$ cat config.mk
export PLATFORM = sky130hd
export DESIGN_NAME = mem_arbiter
export DESIGN_NICKNAME = d
export VERILOG_FILES = /design/src/rtl/mem_arb_pkg.sv /design/src/rtl/mem_arbiter.sv
export SDC_FILE = /design/constraint.sdc
export NUM_CORES = 1
export LEC_CHECK = 0
export CAP_MARGIN = 20
export CORE_MARGIN = 3
export CORE_UTILIZATION = 41
export DETAILED_ROUTE_END_ITERATION = 7
export GPL_TIMING_DRIVEN = 0
export PLACE_DENSITY_LB_ADDON = 0.2
export SETUP_SLACK_MARGIN = 0.2
export SLEW_MARGIN = 20
export SYNTH_ARGS = -nofsm -noshare
export SYNTH_HDL_FRONTEND = slang
export SYNTH_SLANG_ARGS = --single-unit
$ cat constraint.sdc
create_clock -name clk -period 3.15 [get_ports clk]
set_input_delay 0.63 -clock clk [delete_from_list [all_inputs] [get_ports clk]]
set_output_delay 0.63 -clock clk [all_outputs]
set_load 0.02 [all_outputs]
$ cat src/rtl/mem_arb_pkg.sv
// Shared types for the unified-memory arbiter between fetch and data ports.
package mem_arb_pkg;
  localparam int ST_W = 3;

  typedef enum logic [ST_W-1:0] {
    ST_IDLE,
    ST_BUSY_I,
    ST_BUSY_D,
    ST_RESP_I,
    ST_RESP_D
  } state_e;
endpackage

$ cat src/rtl/mem_arbiter.sv
// Arbitrates one multi-cycle memory between the fetch (read-only) and data ports,
// latching each request and returning one-cycle acks with registered read data.
module mem_arbiter
  import mem_arb_pkg::*;
#(
  parameter int ADDR_W  = 16,
  parameter int DATA_W  = 16,
  parameter int TIMEOUT = 15
) (
  input  logic              clk,
  input  logic              rst,
  input  logic              i_req,
  input  logic [ADDR_W-1:0] i_addr,
  input  logic              i_cancel,
  output logic              i_ack,
  output logic [DATA_W-1:0] i_rdata,
  output logic              i_stall,
  input  logic              d_req,
  input  logic              d_wr,
  input  logic [ADDR_W-1:0] d_addr,
  input  logic [DATA_W-1:0] d_wdata,
  output logic              d_ack,
  output logic [DATA_W-1:0] d_rdata,
  output logic              d_stall,
  output logic              mem_enable,
  output logic              mem_wr,
  output logic [ADDR_W-1:0] mem_addr,
  output logic [DATA_W-1:0] mem_wdata,
  input  logic [DATA_W-1:0] mem_rdata,
  input  logic              mem_valid,
  output logic              err
);
  localparam int CNT_W = $clog2(TIMEOUT + 1);

  state_e              state_q, state_d;
  logic [ADDR_W-1:0]   addr_q, addr_d;
  logic                wr_q, wr_d;
  logic [DATA_W-1:0]   wdata_q, wdata_d;
  logic [CNT_W-1:0]    cnt_q, cnt_d;
  logic                cancel_q, cancel_d;
  logic                err_q, err_d;
  logic [DATA_W-1:0]   i_rdata_q, i_rdata_d;
  logic [DATA_W-1:0]   d_rdata_q, d_rdata_d;

  logic grant_i, grant_d, tmo, rd_done;
  logic [DATA_W-1:0] rd_val;

  always_comb begin
    state_d   = state_q;
    addr_d    = addr_q;
    wr_d      = wr_q;
    wdata_d   = wdata_q;
    cnt_d     = cnt_q;
    cancel_d  = cancel_q;
    err_d     = err_q;
    i_rdata_d = i_rdata_q;
    d_rdata_d = d_rdata_q;
    grant_i   = 1'b0;
    grant_d   = 1'b0;
    // Counter holds the number of BUSY cycles already elapsed.
    tmo       = (cnt_q >= CNT_W'(TIMEOUT - 1));
    rd_done   = mem_valid | tmo;
    rd_val    = mem_valid ? mem_rdata : '0;

    if ((state_q == ST_BUSY_I || state_q == ST_BUSY_D) && cnt_q != CNT_W'(TIMEOUT))
      cnt_d = cnt_q + 1'b1;

    case (state_q)
      ST_IDLE: begin
        if (d_req)      grant_d = 1'b1;
        else if (i_req) grant_i = 1'b1;
      end
      ST_BUSY_I: begin
        cancel_d = cancel_q | i_cancel;
        if (rd_done) begin
          if (!mem_valid) err_d = 1'b1;
          if (cancel_d) state_d = ST_IDLE;
          else begin
            i_rdata_d = rd_val;
            state_d   = ST_RESP_I;
          end
        end
      end
      ST_BUSY_D: begin
        if (wr_q) begin
          d_rdata_d = '0;
          state_d   = ST_RESP_D;
        end else if (rd_done) begin
          if (!mem_valid) err_d = 1'b1;
          d_rdata_d = rd_val;
          state_d   = ST_RESP_D;
        end
      end
      // The just-acked port still holds req this cycle, so only the other port is looked at.
      ST_RESP_I: begin
        if (d_req) grant_d = 1'b1;
        else       state_d = ST_IDLE;
      end
      ST_RESP_D: begin
        if (i_req) grant_i = 1'b1;
        else       state_d = ST_IDLE;
      end
      default: state_d = ST_IDLE;
    endcase

    if (grant_d) begin
      state_d  = ST_BUSY_D;
      addr_d   = d_addr;
      wr_d     = d_wr;
      wdata_d  = d_wdata;
      cnt_d    = '0;
      cancel_d = 1'b0;
    end else if (grant_i) begin
      state_d  = ST_BUSY_I;
      addr_d   = i_addr;
      wr_d     = 1'b0;
      wdata_d  = '0;
      cnt_d    = '0;
      cancel_d = (state_q == ST_IDLE) & i_cancel;
    end
  end

  always_ff @(posedge clk or posedge rst) begin
    if (rst) begin
      state_q   <= ST_IDLE;
      addr_q    <= '0;
      wr_q      <= 1'b0;
      wdata_q   <= '0;
      cnt_q     <= '0;
      cancel_q  <= 1'b0;
      err_q     <= 1'b0;
      i_rdata_q <= '0;
      d_rdata_q <= '0;
    end else begin
      state_q   <= state_d;
      addr_q    <= addr_d;
      wr_q      <= wr_d;
      wdata_q   <= wdata_d;
      cnt_q     <= cnt_d;
      cancel_q  <= cancel_d;
      err_q     <= err_d;
      i_rdata_q <= i_rdata_d;
      d_rdata_q <= d_rdata_d;
    end
  end

  assign i_ack      = (state_q == ST_RESP_I);
  assign d_ack      = (state_q == ST_RESP_D);
  assign i_rdata    = i_rdata_q;
  assign d_rdata    = d_rdata_q;
  assign i_stall    = i_req & ~i_ack;
  assign d_stall    = d_req & ~d_ack;
  assign mem_enable = (state_q == ST_BUSY_I) || (state_q == ST_BUSY_D);
  assign mem_wr     = (state_q == ST_BUSY_D) & wr_q;
  assign mem_addr   = addr_q;
  assign mem_wdata  = wdata_q;
  assign err        = err_q;
endmodule

---- Yosys cells after proc, flatten, opt, wreduce, memory -nomap -nowiden ----
Cells that the tools add are included.
word-level totals
  input bits .............................. 71
  output and inout bits ................... 71
  register bits ........................... 74
  word-level logic and storage cells ...... 77
operators by class
  magnitude comparators ................... 1
  reduce and logical (&&, ||, !) cells .... 13
  muxes and demuxes ....................... 33
  $add $sub $neg .......................... 1
  eq/ne operators ......................... 11
  bitwise operators ....................... 9
operators by type and width
  cell                 count
  $mux 16              7
  $mux 3               7
  $pmux 3 s5           1
  $mux 1               12
  $mux 4               3
  $ne 4x2->1 const B   2
  $ne 4x4->1 const B   2
  $eq 3x2->1 const B   2
  $reduce_bool 2->1    3
  $reduce_bool 3->1    2
  $ne 5x5->1 const B   1
  $reduce_and 5->1     1
  $add 4x1->4 const B  1
  $and 1x1->1          4
  $ge 4x4->1 const B   1
  $pmux 1 s2           2
  $reduce_and 2->1     2
  $eq 3x1->1 const B   1
  $eq 3x3->1 const B   1
  $logic_not 3->1      1
  $ne 3x3->1 const B   1
  $not 1->1            3
  $reduce_and 3->1     1
  $mux 2               1
  5 further kinds      6

---- Depth between registers and ports, before layout ----
  depth after elaboration ................. 7
  depth in mapped cells ................... 7
  gate-level depth less buffers ........... 6

---- Worst setup path before layout ----
No wires, ideal clock.
  path type ............................... flip-flop to output port
  start ................................... register state_q[2]
  end ..................................... output i_stall
  required time ........................... 2.520 ns
  slack ................................... 1.430 ns
  stages on the path, launching flop included .. 4
  arrival time ............................ 1.090 ns
  buffers on the path ..................... 1
  cell sequence ........................... dfrtp_1 buf_2 and3b_1 nor2b_1
on the way
  cells in the longest elaborated chain, start to end .. 3
RTL lines
  what                    RTL line            source
  from (decl)             mem_arbiter.sv:35   state_e state_q, state_d;
  from (signal assigned)  mem_arbiter.sv:135  state_q <= state_d;
  $eq 3x2->1              mem_arbiter.sv:147  assign i_ack = (state_q == ST_RESP_I);
  net i_ack               mem_arbiter.sv:15   output logic i_ack,
  $not 1->1               mem_arbiter.sv:151  assign i_stall = i_req & ~i_ack;
  $and 1x1->1             mem_arbiter.sv:151
  to (decl)               mem_arbiter.sv:17   output logic i_stall,
The timed path passes the listed nets, and every way through them passes these cells.

---- Worst setup path in the final report ----
  start ................................... register state_q[0]
  end ..................................... output mem_enable
on the way
  cells in the longest elaborated chain, start to end .. 2
  elaborated cells between the ends (all ways) .. 3
  classes of those cells .................. eq/ne (2); reduce/logical (1)
RTL lines
  what                                             RTL line            source
  $eq 3x1->1 / $eq 3x2->1 (equally long branches)  mem_arbiter.sv:153  assign mem_enable = (state_q == ST_BUSY_I) || (state_q == ST_BUSY_D);
  $logic_or 1x1->1 (*)                             mem_arbiter.sv:153
  to (decl)                                        mem_arbiter.sv:25   output logic mem_enable,
Mark *: on every way between the ends. The rest lies on a longest branch, timed or not.

==> impl_results.md <==
* Clk Tree Root Cell: sky130_fd_sc_hd__clkbuf_8
* Static leakage power at roughly 0.0023 uW
* Required time of the critical path at 2520 ps
* Seq. cell area at about 0.0019 sq mm
* Remaining routing DRC violations at 0
* Share of the synthesized area in the top cell type at between 60% and 70%
* Antenna Nets Post-Route at 0
* Dominant synthesized flop cell: sky130_fd_sc_hd__dfrtp_1
* Net count, final at between 400 and 500
* Yosys warning count at 0
* Maximum number of pins on one net before global-route repair at 44
* Number of placed instances with taps included at 468
* Synth Area in Simple Gates at just over 8%
* Number of buffers inserted to repair setup after CTS at 0
* Die span in y at 92.2 microns
* Share of final-layout standard cells stronger than drive strength 1 at between 10% and 20%
* Worst-Margin Slew at ~800 ps
* Count of hold buffers inserted by post-cts repair at 0
* Mapped Avg Cell Area at 13.2 sq um
* Library cell with the highest instance count after synthesis: sky130_fd_sc_hd__dfrtp_1
* Net Count, Synth at ~300
* Area of the die at ~0.0085 sq mm
* Number of search-and-repair iterations in the first detailed-routing pass at 4
* Clk pin slew, worst setup/hold paths at 70 ps
* Setup repair after global routing missed its margin: no
* Die outline width at 92.2 microns
* Half-perimeter wire length after placement at slightly below 6000 microns
* Port Buffers at 141
* Area Growth Syn to Fin at 58.2%
* Hold crit path type: reg -> reg
* Global-route wire length before repair at about 14000 microns
* Critical-path top delay cell: sky130_fd_sc_hd__clkdlybuf4s50_1
* Max-slew headroom at the worst pin at a little under half
* Wire length after detailed routing at 8070 microns
* Post-synthesis sequential element count at 74
* Number of cells produced by synthesis at between 200 and 250
* TritonCTS clock tree: done
* Clock insertion delay at the later pin of the skew report at approximately 340 ps
* Number of buffers on the longest clock path at 2
* Cell family with most CP delay: buffers and inverters
* Count of distinct cell types in the synthesized netlist at 35
* Ratio of final minimum period to clock period at a little over 80%
* Commonest cells in the synthesized netlist: sky130_fd_sc_hd__dfrtp_1 (74), sky130_fd_sc_hd__a22o_1 (63), sky130_fd_sc_hd__a21o_1 (16)
* Slew Viols, Final at 0
* Final-layout setup total negative slack at 0 ps
* Element type at the critical path end: primary output
* Cells taking the most area after synthesis: sky130_fd_sc_hd__dfrtp_1 (61%), sky130_fd_sc_hd__a22o_1 (18%), sky130_fd_sc_hd__a21o_1 (3.9%)
* Synth Area in Compound Gates at about 25%
* Overall via count from detail_route at between 2000 and 2500
* Max VDD drop at approximately 0.52 mV
* Initial standard-cell utilization of the core at 43.6%
* GR Util All Layers at 20.4%
* Power Density at approximately 1000 mW/mm^2
* Wirelength per Cell at around 17 microns
* Final-layout fill cell count at about 540
* Delay of the slowest cell on the worst path at approximately 660 ps
* Total buffers and inverters traversed by the critical path at 2
* Area of the core region at 0.00698 sq mm
* Antenna diode instance count at 0
* Total grt overflow at 0
* Critical path peak fanout at 8
* Top achievable clock speed at 384 MHz
* Multi-input combinational cell area at between 0.001 and 0.0015 sq mm
* Cell-by-cell trace of the critical path: buf_4 > xnor2_1 > nor2_1 > clkdlybuf4s50_1
* Post-synthesis sequential area ratio at between 60% and 70%
* Antenna violations before repair at 0
* Skew final at 9.86 ps
* Number of rows created at floorplan at 30
* Outcome: finished clean
* Total I/O pin count at 142
* Fraction of the core area covered by cells at the end of the flow at between 60% and 70%
* H-tree Lvls at 3
* Number of clock sinks at between 70 and 80
* Count of max-cap constraint violations at 0
* Number of setup violations in the final report at 0
* Average via count per standard cell at a little over 5
* Combinational family with the most area after synthesis: compound AO/OA/AOI/OAI gates
* Violation count after the first detailed-routing iteration at 81
* Synthesized area at just over 0.003 sq mm
* Mux cell area share after synthesis at 0%
* Period minus WS final at 2600 ps
* Area share of fa/ha/maj cells after synthesis at less than 1%
* Routability cong. at ~0.75
* Number of enable-type register cells in the synthesized netlist at 0
* Final Hold Viols at 0
* Share of the synthesized netlist area taken by xor and xnor gates at less than 1%
* Number of instances resized during post-cts repair at 0
* Post-synthesis cell type with the largest combined area: sky130_fd_sc_hd__dfrtp_1
* Via count of the first global-routing pass at roughly 2700
* Endpoint arrival time on the critical path at roughly 2000 ps
* Number of buffers created by CTS at 9
* Kind of critical path: reg -> out
* Startpoint Class: register
* Final std cells w/o fill at 484
* Fraction of synthesis flops using an asynchronous set or reset pin at 100%
-- registers in the layout, summed over array words and instances, names as in the netlist --
signal and count:
wr_q 1, cnt_q 4, mem_addr 16, err 1
cancel_q 1, mem_wdata 16, d_rdata 16, state_q 3
i_rdata 16
-- through the flow --
step | setup WS [ps] | cell area [sq um] | hold slack [ps] | total power [uW]
floorplan | 638 | 3050 | 544 | 2950
global placement | -530 | 4580 | 449 | 4010
detailed placement | 585 | 4600 | 451 | 4060
CTS | 507 | 4820 | 468 | 4880
global route | 397 | 4820 | 477 | 5130
finish | 546 | 4820 | 463 | 4830
-- where the power goes --
group / leakage (uW) / switching [uW] / total (uW) / internal [uW]
combinational: 0.00121 / 1200 / 2440 / 1250
sequential: 0.000941 / 236 / 1590 / 1350
clock: 0.000109 / 334 / 799 / 465
total: 0.00226 / 1770 / 4830 / 3060
-- layer usage --
| layer | GRT usage (%) | vias to the layer above | part of all wire, % |
|---|---|---|---|
| met5 | 0 | - | 0 |
| met4 | 7.30 | 0 | 1.5 |
| met3 | 7.79 | 10 | 9.1 |
| met2 | 32.7 | 119 | 47 |
| met1 | 25.3 | 1196 | 42 |
| li1 | - | 1168 | - |
-- worst paths after layout --
path / endpoint / slack [ps] / startpoint / cells past startpoint
hold / removal: err / 460 / err / 1
hold reg to reg: err / 460 / err / 1
setup / recovery: mem_enable / 550 / state_q[0] / 4
min in group asynchronous: i_rdata[4] / 630 / rst / 2
setup reg to reg: d_rdata[5] / 890 / cnt_q[0] / 7
max in group asynchronous: wr_q / 1960 / rst / 3
-- layout by cell type, fill, tap and decap left out, drive strengths merged --
cell / Yosys / layout
o21a: 1 / 1
nand3: 2 / 2
a22o: 63 / 63
nor3b: 2 / 2
and2: 6 / 6
a21oi: 5 / 5
clkdlybuf4s50: 0 / 141
a21o: 16 / 16
clkinvlp: 0 / 1
nor2: 6 / 6
bufinv: 0 / 2
inv: 3 / 3
and3: 3 / 3
nand4b: 1 / 1
clkinv: 0 / 2
dfrtp: 74 / 74
nor3: 3 / 3
xor2: 1 / 1
nor2b: 4 / 4
buf: 17 / 18
nor4: 1 / 1
o311ai: 1 / 1
nand2b: 2 / 2
o211ai: 2 / 2
ha: 2 / 2
o21ai: 2 / 2
clkbuf: 0 / 11
or3b: 2 / 2
and3b: 1 / 1
a31oi: 1 / 1
o211a: 1 / 1
xnor2: 2 / 2
nand2: 6 / 6
-- cell type report --
cell class / instances / share of cell area (%)
inverters: 3 / 0.286
repair buffers: 142 / 29.7
clock buffers: 11 / 2.93
flip-flops and latches: 74 / 38.4
well taps: 96 / 2.49
plain buffers: 17 / 2.52
clock inverters: 5 / 1.61
multi-input cells: 136 / 22.0
-- kinds of logic after synthesis --
logic type      Yosys count
buf+inv                  20
compound gates           92
flops                    74
simple gates             39
xor+xnor                  3
fa+ha+maj                 2
Note: power is estimated with default switching activity, not from simulation.
